===== config.mk =====
export PLATFORM = sky130hd
export DESIGN_NAME = fp_mul_round_status
export DESIGN_NICKNAME = d
export VERILOG_FILES = /design/src/rtl/fp_mul_round_status.sv
export SDC_FILE = /design/constraint.sdc
export NUM_CORES = 1
export LEC_CHECK = 0
export ABC_AREA = 1
export CAP_MARGIN = 20
export CORE_UTILIZATION = 28
export DETAILED_ROUTE_END_ITERATION = 7
export GPL_TIMING_DRIVEN = 0
export MAX_ROUTING_LAYER = met4
export PLACE_DENSITY = 0.48
export REMOVE_ABC_BUFFERS = 1
export SYNTH_ARGS = -nofsm -noshare
export SYNTH_HDL_FRONTEND = slang
export SYNTH_SLANG_ARGS = --single-unit

===== constraint.sdc =====
create_clock -name clk -period 6.35 [get_ports clk]
set_clock_uncertainty 0.2 [all_clocks]
set_input_delay 0.9525 -clock clk [delete_from_list [all_inputs] [get_ports clk]]
set_output_delay 0.9525 -clock clk [all_outputs]
set_load 0.1 [all_outputs]

===== src/rtl/fp_mul_round_status.sv =====
// Round/exception back-end of the single-precision multiplier.
// Stage 1 normalises and rounds the raw product; stage 2 resolves specials and packs z/status.
module fp_mul_round_status #(
  parameter int EXP_W = 10,
  parameter int BIAS  = 127
) (
  input  logic             clk,
  input  logic             rst,
  input  logic             in_valid,
  output logic             in_ready,
  input  logic             in_sign,
  input  logic [EXP_W-1:0] in_exp,
  input  logic [47:0]      in_mant,
  input  logic [1:0]       in_a_cls,
  input  logic [1:0]       in_b_cls,
  input  logic [2:0]       in_rnd,
  output logic             out_valid,
  input  logic             out_ready,
  output logic [31:0]      out_z,
  output logic [7:0]       out_status
);
  localparam int EW = EXP_W + 1;
  localparam logic signed [EW-1:0] L_EMAX = EW'(2*BIAS + 1);
  localparam logic [1:0] CLS_ZERO = 2'b01, CLS_INF = 2'b10, CLS_NAN = 2'b11;

  logic                 r_s1_v, r_s1_sign, r_s1_inx;
  logic signed [EW-1:0] r_s1_exp;
  logic [22:0]          r_s1_frac;
  logic [1:0]           r_s1_acls, r_s1_bcls;
  logic [2:0]           r_s1_rnd;
  logic                 r_s2_v;
  logic [31:0]          r_z;
  logic [7:0]           r_st;

  logic w_s2_en, w_s1_en;
  assign w_s2_en  = !r_s2_v || out_ready;
  assign w_s1_en  = !r_s1_v || w_s2_en;
  assign in_ready = w_s1_en;

  // ---------------- stage 1: normalise + round
  logic                 w_hi, w_g, w_s, w_inc;
  logic [22:0]          w_frac;
  logic [2:0]           w_rnd;
  logic [23:0]          w_sum;
  logic signed [EW-1:0] w_exp;

  assign w_hi   = in_mant[47];
  assign w_frac = w_hi ? in_mant[46:24] : in_mant[45:23];
  assign w_g    = w_hi ? in_mant[23]    : in_mant[22];
  assign w_s    = w_hi ? |in_mant[22:0] : |in_mant[21:0];
  assign w_rnd  = (in_rnd > 3'd5) ? 3'd0 : in_rnd;

  always_comb begin
    w_inc = 1'b0;
    case (w_rnd)
      3'd0:    w_inc = w_g & (w_s | w_frac[0]);
      3'd1:    w_inc = 1'b0;
      3'd2:    w_inc = (w_g | w_s) & !in_sign;
      3'd3:    w_inc = (w_g | w_s) & in_sign;
      3'd4:    w_inc = w_g;
      default: w_inc = w_g | w_s;
    endcase
  end

  // a fraction carry leaves w_sum[22:0] already zero
  assign w_sum = {1'b0, w_frac} + {23'd0, w_inc};
  assign w_exp = $signed({in_exp[EXP_W-1], in_exp})
               + $signed({{(EW-1){1'b0}}, w_hi})
               + $signed({{(EW-1){1'b0}}, w_sum[23]});

  always_ff @(posedge clk or posedge rst) begin
    if (rst) begin
      r_s1_v    <= 1'b0;
      r_s1_sign <= 1'b0;
      r_s1_inx  <= 1'b0;
      r_s1_exp  <= '0;
      r_s1_frac <= '0;
      r_s1_acls <= '0;
      r_s1_bcls <= '0;
      r_s1_rnd  <= '0;
    end else if (w_s1_en) begin
      r_s1_v <= in_valid;
      if (in_valid) begin
        r_s1_sign <= in_sign;
        r_s1_inx  <= w_g | w_s;
        r_s1_exp  <= w_exp;
        r_s1_frac <= w_sum[22:0];
        r_s1_acls <= in_a_cls;
        r_s1_bcls <= in_b_cls;
        r_s1_rnd  <= w_rnd;
      end
    end
  end

  // ---------------- stage 2: exceptions + pack
  logic        w_near, w_away, w_nan, w_inf, w_zero;
  logic [31:0] w_z;
  logic [7:0]  w_st;

  assign w_near = (r_s1_rnd == 3'd0) || (r_s1_rnd == 3'd4);
  assign w_away = (r_s1_rnd == 3'd5) || (r_s1_rnd == 3'd2 && !r_s1_sign)
               || (r_s1_rnd == 3'd3 && r_s1_sign);
  assign w_nan  = (r_s1_acls == CLS_NAN) || (r_s1_bcls == CLS_NAN)
               || (r_s1_acls == CLS_ZERO && r_s1_bcls == CLS_INF)
               || (r_s1_acls == CLS_INF && r_s1_bcls == CLS_ZERO);
  assign w_inf  = (r_s1_acls == CLS_INF) || (r_s1_bcls == CLS_INF);
  assign w_zero = (r_s1_acls == CLS_ZERO) || (r_s1_bcls == CLS_ZERO);

  // status layout: [5]inexact [4]huge [3]tiny [2]nan [1]inf [0]zero
  always_comb begin
    w_z  = {r_s1_sign, r_s1_exp[7:0], r_s1_frac};
    w_st = {2'b00, r_s1_inx, 5'b00000};
    if (w_nan) begin
      w_z  = 32'h7FC0_0000;
      w_st = 8'h04;
    end else if (w_inf) begin
      w_z  = {r_s1_sign, 8'hFF, 23'd0};
      w_st = 8'h02;
    end else if (w_zero) begin
      w_z  = {r_s1_sign, 31'd0};
      w_st = 8'h01;
    end else if (r_s1_exp >= L_EMAX) begin
      if (w_near || w_away) begin
        w_z  = {r_s1_sign, 8'hFF, 23'd0};
        w_st = 8'h32;
      end else begin
        w_z  = {r_s1_sign, 8'hFE, {23{1'b1}}};
        w_st = 8'h30;
      end
    end else if (r_s1_exp <= $signed(EW'(0))) begin
      if (w_away) begin
        w_z  = {r_s1_sign, 8'h01, 23'd0};
        w_st = 8'h28;
      end else begin
        w_z  = {r_s1_sign, 31'd0};
        w_st = 8'h29;
      end
    end
  end

  always_ff @(posedge clk or posedge rst) begin
    if (rst) begin
      r_s2_v <= 1'b0;
      r_z    <= '0;
      r_st   <= '0;
    end else if (w_s2_en) begin
      r_s2_v <= r_s1_v;
      if (r_s1_v) begin
        r_z  <= w_z;
        r_st <= w_st;
      end
    end
  end

  assign out_valid  = r_s2_v;
  assign out_z      = r_z;
  assign out_status = r_st;
endmodule

## After elaboration in Yosys (flattened, before gate mapping)

Cells that the tools add are included.

- Output and inout port bits: 42
- Word-level logic and storage cells: 80
- Input bits: 70
- Register bits: 85

- Reduce and logical (&&, ||, !) cells: 25
- Equal/unequal tests: 14
- Bitwise operators: 5
- Add/sub/neg operators: 3
- Magnitude comparators: 3
- Muxes and demuxes: 19

Operator list:

| kind | number |
|---|---|
| $mux W31 | 4 |
| $mux W24 | 2 |
| $mux W32 | 1 |
| $mux W8 | 4 |
| $add A23 B1 Y24 | 1 |
| $mux W23 | 1 |
| $reduce_or A23 Y1 | 1 |
| $reduce_or A22 Y1 | 1 |
| $eq A3 B2 Y1 const B | 4 |
| $add A10 B2 Y11 | 1 |
| $add A11 B2 Y11 | 1 |
| $ge A11 B9 Y1 const B | 1 |
| $le A11 B1 Y1 const B | 1 |
| $logic_or A1 B1 Y1 | 11 |
| $eq A3 B3 Y1 const B | 3 |
| $eq A2 B2 Y1 const B | 4 |
| $logic_not A3 Y1 | 2 |
| $mux W6 | 1 |
| $pmux W1 S5 | 1 |
| $eq A2 B1 Y1 const B | 2 |
| $logic_and A1 B1 Y1 | 4 |
| $logic_not A1 Y1 | 4 |
| $reduce_and A2 Y1 | 2 |
| $and A1 B1 Y1 | 3 |
| 6 further kinds | 9 |

## Logic depth before layout (Yosys ltp)

- Depth after elaboration: 10
- Gate-level depth with buffers: 21
- Depth with buffers taken out: 18

## Worst setup path after synthesis

Ideal clock, no wire load.

- Path type: input port to flip-flop
- Start point: in in_mant[47]
- End point: reg r_s1_exp[9]
- Path buffers: 3
- Setup time: 133 ps
- Slack: 2568 ps
- Data arrival time: 3449 ps
- Data required time: 6017 ps
- Stages on the path: 19
- Cells stage by stage: buf_6 > buf_8 > buf_6 > o21ai_0 > nor2_1 > nand4_1 > nand2_1 > nand2_1 > ha_1 > nand3_2 > nor2_4 > nand4_1 > nor4_1 > fa_1 > nand4_1 > nor2_1 > nand2_1 > nand3_1 > o211ai_1

- Cells in the longest elaborated chain, start to end: 6
- Elaborated cells between the ends (all ways): 12
- Those cells by class: add/sub (3); mux (4); bitwise (5)

Ends and longest elaborated chain:

| item | line | source |
|---|---|---|
| start, declared | 13 | `input logic [47:0] in_mant,` |
| $mux W1 (tied with other cells) | 49 | `assign w_g = w_hi ? in_mant[23] : in_mant[22];` |
| $or A1 B1 Y1, on equally long branches | -- |  |
| $and A1 B1 Y1, on equally long branches | 59, 56, 58 |  |
| $pmux W1 S5 | 55 | `case (w_rnd)` |
| $add A23 B1 Y24 | 66 | `assign w_sum = {1'b0, w_frac} + {23'd0, w_inc};` |
| $add A11 B2 Y11 * | 69 | `+ $signed({{(EW-1){1'b0}}, w_sum[23]});` |
| end signal, assigned | 86 | `r_s1_exp <= w_exp;` |
| end, declared | 27 | `logic signed [EW-1:0] r_s1_exp;` |

Mark *: on every way between the ends. The rest lies on a longest branch, timed or not.
A chain may end at the register's enable or synchronous reset.

## Worst setup path after layout

- Start point: in in_rnd[1]
- End point: reg r_s1_exp[9]

- Cells in the longest elaborated chain, start to end: 6
- Elaborated cells between the ends (all ways): 10
- Those cells by class: add/sub (2); order compare (1); eq/ne (4); mux (2); reduce/logical (1)

Ends and longest elaborated chain:

| item | line | source |
|---|---|---|
| start, declared | 16 | `input logic [2:0] in_rnd,` |
| $gt A3 B3 Y1 | 51 | `assign w_rnd = (in_rnd > 3'd5) ? 3'd0 : in_rnd;` |
| $mux W3 * | 51 |  |
| $eq A3 B3 Y1 (tied with other cells) | 55 |  |
| $pmux W1 S5 * | 55 |  |
| $add A23 B1 Y24 * | 66 |  |
| $add A11 B2 Y11 * | 69 |  |

Marks and branches as above.

==> results.md <==
* Max-slew headroom at 0.344
* Final Net Count at about 960
* All-Layer GR Usage at 0.164
* DR WL/cell at approximately 13 um
* EDFF count, synth at 0
* Setup violators final at 0
* CP arrival at approximately 4.4 ns
* RSZ-0062 raised after global routing: false
* Type of the most critical hold path: flip-flop to flip-flop
* Max Clock Freq at roughly 230 MHz
* Clk Latency, worst-skew pair at about 0.34 ns
* Die area at between 0.015 and 0.02 mm^2
* Input/output buffers at 109
* Min-delay src: r_s1_v$_DFFE_PP0N_
* Clock-pin transition on the worst setup and hold timing paths at roughly 0.06 ns
* Status: finished with violations
* Vias/cell at about 4.5
* Largest net degree at the start of global routing at 63
* Final Instance Area at 0.00693 mm^2
* Worst R2R End: out_status[1]$_DFFE_PP0P_
* VDD IR max at 0.149 mV
* Reg2reg path depth at 10
* H-tree Lvls at 3
* # DRC at 1
* Mean area per synthesized cell at 6.71 um^2
* Hold slack at between 0.2 and 0.3 ns
* Post-CTS setup buffers at 0
* Starting density of the core at 0.285
* Post-DP HPWL at approximately 11 mm
* Reg-to-reg setup timing slack at a little under 3 ns
* Antenna-violating nets left at 0
* CTS sink cnt at just over 80
* Failing checks: design-rule violations
* Slew @ Worst Pin at ~0.98 ns
* Synth cell types at 40
* Worst setup EP type: flip-flop
* Die width at 140 um
* Initial DRT Pass Iterations at 6
* CTS Buf Count at 9
* Critical path origin: in_rnd[1]
* Yosys warnings at 0
* Routed vias at slightly above 5000
* Hold Crit Endpoint: out_valid$_DFFE_PP0P_
* Starting DRT DRC Count at around 360
* CTS tree: built
* Initial antenna violation count at 0
* Gp weighted congestion at between 0.8 and 0.9
* Layout cells sized above 1 at 0.0840
* Post-synthesis sequential area ratio at 0.389
* Post-Synthesis Cells at around 800
* Root buffer cell: clkbuf_16
* Pwr dens at ~320 mW/mm^2
* First-pass GRT wire length at between 20 and 25 mm
* Fillers at between 2000 and 2500
* Antenna cells at 0
* Vias in the first global route at 4872
* Crit Path Class: input pin to flip-flop
* Final hold viol count at 0
* WP data required at around 6.4 ns
* Placeable Area at roughly 0.019 mm^2
* Tmin final at approximately 4.3 ns
* Worst-path maximum fanout at 7
* Filler-free cell count of the finished design at 1127
* Hold Path Depth at 2
* Clock buffer depth at 2
* Post-cts sizing count at 0
* Leak at between 3 and 4 nW
* Area Growth Syn to Fin at 29.9%
* Reg area at between 0.002 and 0.0025 mm^2
* Synth Register Bits at 83
* Num rows at 50
* Multi-input logic area at roughly 0.0028 mm^2
* RR Startpoint: r_s1_exp[10]$_DFFE_PP0P_
* Ports at around 110
* Grt ovf at 0
* Crit start category: input pin
* FFs w/ async S/R, synth at 1.00
* Die Height at between 100 and 150 um
* Max Cap Violations at 0
* Pins over their slew limit at 0
* Inst Count DP at approximately 1100
* Area of the mapped netlist at approximately 0.0053 mm^2
* Hold_buf cts at 0
* Final wirelength at around 15 mm
* Period Utilization, post-route at 0.683
* Post-DP Area at between 0.006 and 0.007 mm^2
* Top FF cell, synth: dfrtp_1
synthesized netlist by cell type (3+ instances only):
cell      number  area (um^2)
nor4_1         4         25.0
buf_2          7         35.0
nand4_1        7         43.8
a21oi_1       12         60.1
dfrtp_1       83         2080
inv_1         73          274
xor2_1         4         35.0
clkbuf_1      14         52.6
nand2_2       22          138
a31oi_1        3         18.8
inv_2          4         15.0
o21ai_0       36          180
buf_6          5         56.3
nand3_1       72          360
nor2_1        69          259
o21ai_1       22          110
or2_2          5         31.3
o22ai_1        7         43.8
buf_4          3         22.5
nor2_4         5         56.3
nand2_1      301         1130
nor2_2        11         68.8
final cells by class:
type | count | share of cell area
Timing Repair Buffer | 114 | 0.173
Clock inverter | 3 | 0.00668
Tap cell | 234 | 0.0422
Inverter | 78 | 0.0437
Multi-Input combinational cell | 602 | 0.398
Sequential cell | 83 | 0.300
Clock buffer | 13 | 0.0375
worst max-delay path: stages:
cell,delay (ns)
clkdlybuf4s50_1,0.50
inv_1,0.05
nor2_1,0.19
a32o_1,0.22
nand2_1,0.06
nand2_1,0.06
ha_1,0.18
nand3_2,0.15
nor2_4,0.19
nand4_1,0.14
nor4_1,0.52
fa_1,0.46
nand4_1,0.23
nor2_1,0.18
nand2_1,0.08
nand3_1,0.09
o211ai_1,0.09
per-stage QoR:
| stage | TNS [ns] | util | worst slack [ns] | power [W] |
|---|---|---|---|---|
| 3_3_place_gp | -0.716 | 0.348 | -0.251 | 0.00169 |
| 3_5_place_dp | 0 | 0.352 | 1.47 | 0.00170 |
| 2_1_floorplan | 0 | - | 2.40 | 0.00141 |
| 5_1_grt | 0 | 0.371 | 1.62 | 0.00234 |
| 6_report | 0 | 0.371 | 2.01 | 0.00222 |
| 4_1_cts | 0 | 0.368 | 1.82 | 0.00224 |
routing by layer:
layer	wire, um	global-route usage	vias to the layer above
li1	-	-	2698
met1	7680	0.229	2288
met2	6570	0.251	103
met3	422	0.0188	9
met4	137	0.0399	0
met5	0	-	-
power by group:
part           internal (W)  switching [W]
registers          0.000632      0.0000620
logic              0.000254       0.000740
clock network      0.000327       0.000206
cell families after synthesis:
family / Yosys count / synth area share
buffers and inverters: 112 / 0.0963
xor gates and xnor gates: 4 / 0.00656
AOI/OAI and AO/OA: 91 / 0.0942
and+or+nand+nor: 502 / 0.405
DFF: 83 / 0.389
adders and majority gates: 3 / 0.00843
other: 1 / 0.000702
worst max path at each step:
stage | to | slack, ns
after floorplan | r_s1_exp[9]$_DFFE_PP0P_ | 2.40
after global placement | r_s1_exp[9]$_DFFE_PP0P_ | -0.25
after detailed placement | r_s1_exp[9]$_DFFE_PP0P_ | 1.47
after CTS | r_s1_exp[9]$_DFFE_PP0P_ | 1.82
after global routing | r_s1_exp[9]$_DFFE_PP0P_ | 1.62
final | r_s1_exp[9]$_DFFE_PP0P_ | 2.01
sequential cells by signal (all words and copies together), names as in the netlist, 2 cells and up:
signal,cells
out_status,6
r_s1_acls,2
r_s1_exp,11
r_s1_frac,23
r_s1_rnd,3
r_s1_bcls,2
out_z,32
placed cells by master (no fill, tap or decap), drive strengths merged, types with 2 or more instances in the layout:
cell type / count
nor3: 4
or2: 5
ha: 2
dfrtp: 83
nand4: 7
clkbuf: 13
a21oi: 12
nor2: 85
nand2: 323
nand3: 74
buf: 6
o22ai: 7
o21ai: 60
clkdlybuf4s50: 108
nor4: 4
xor2: 4
conb: 2
o31ai: 2
o211ai: 2
a31oi: 3
inv: 78
a22o: 2
No activity file was read; power rests on OpenSTA's default activity.
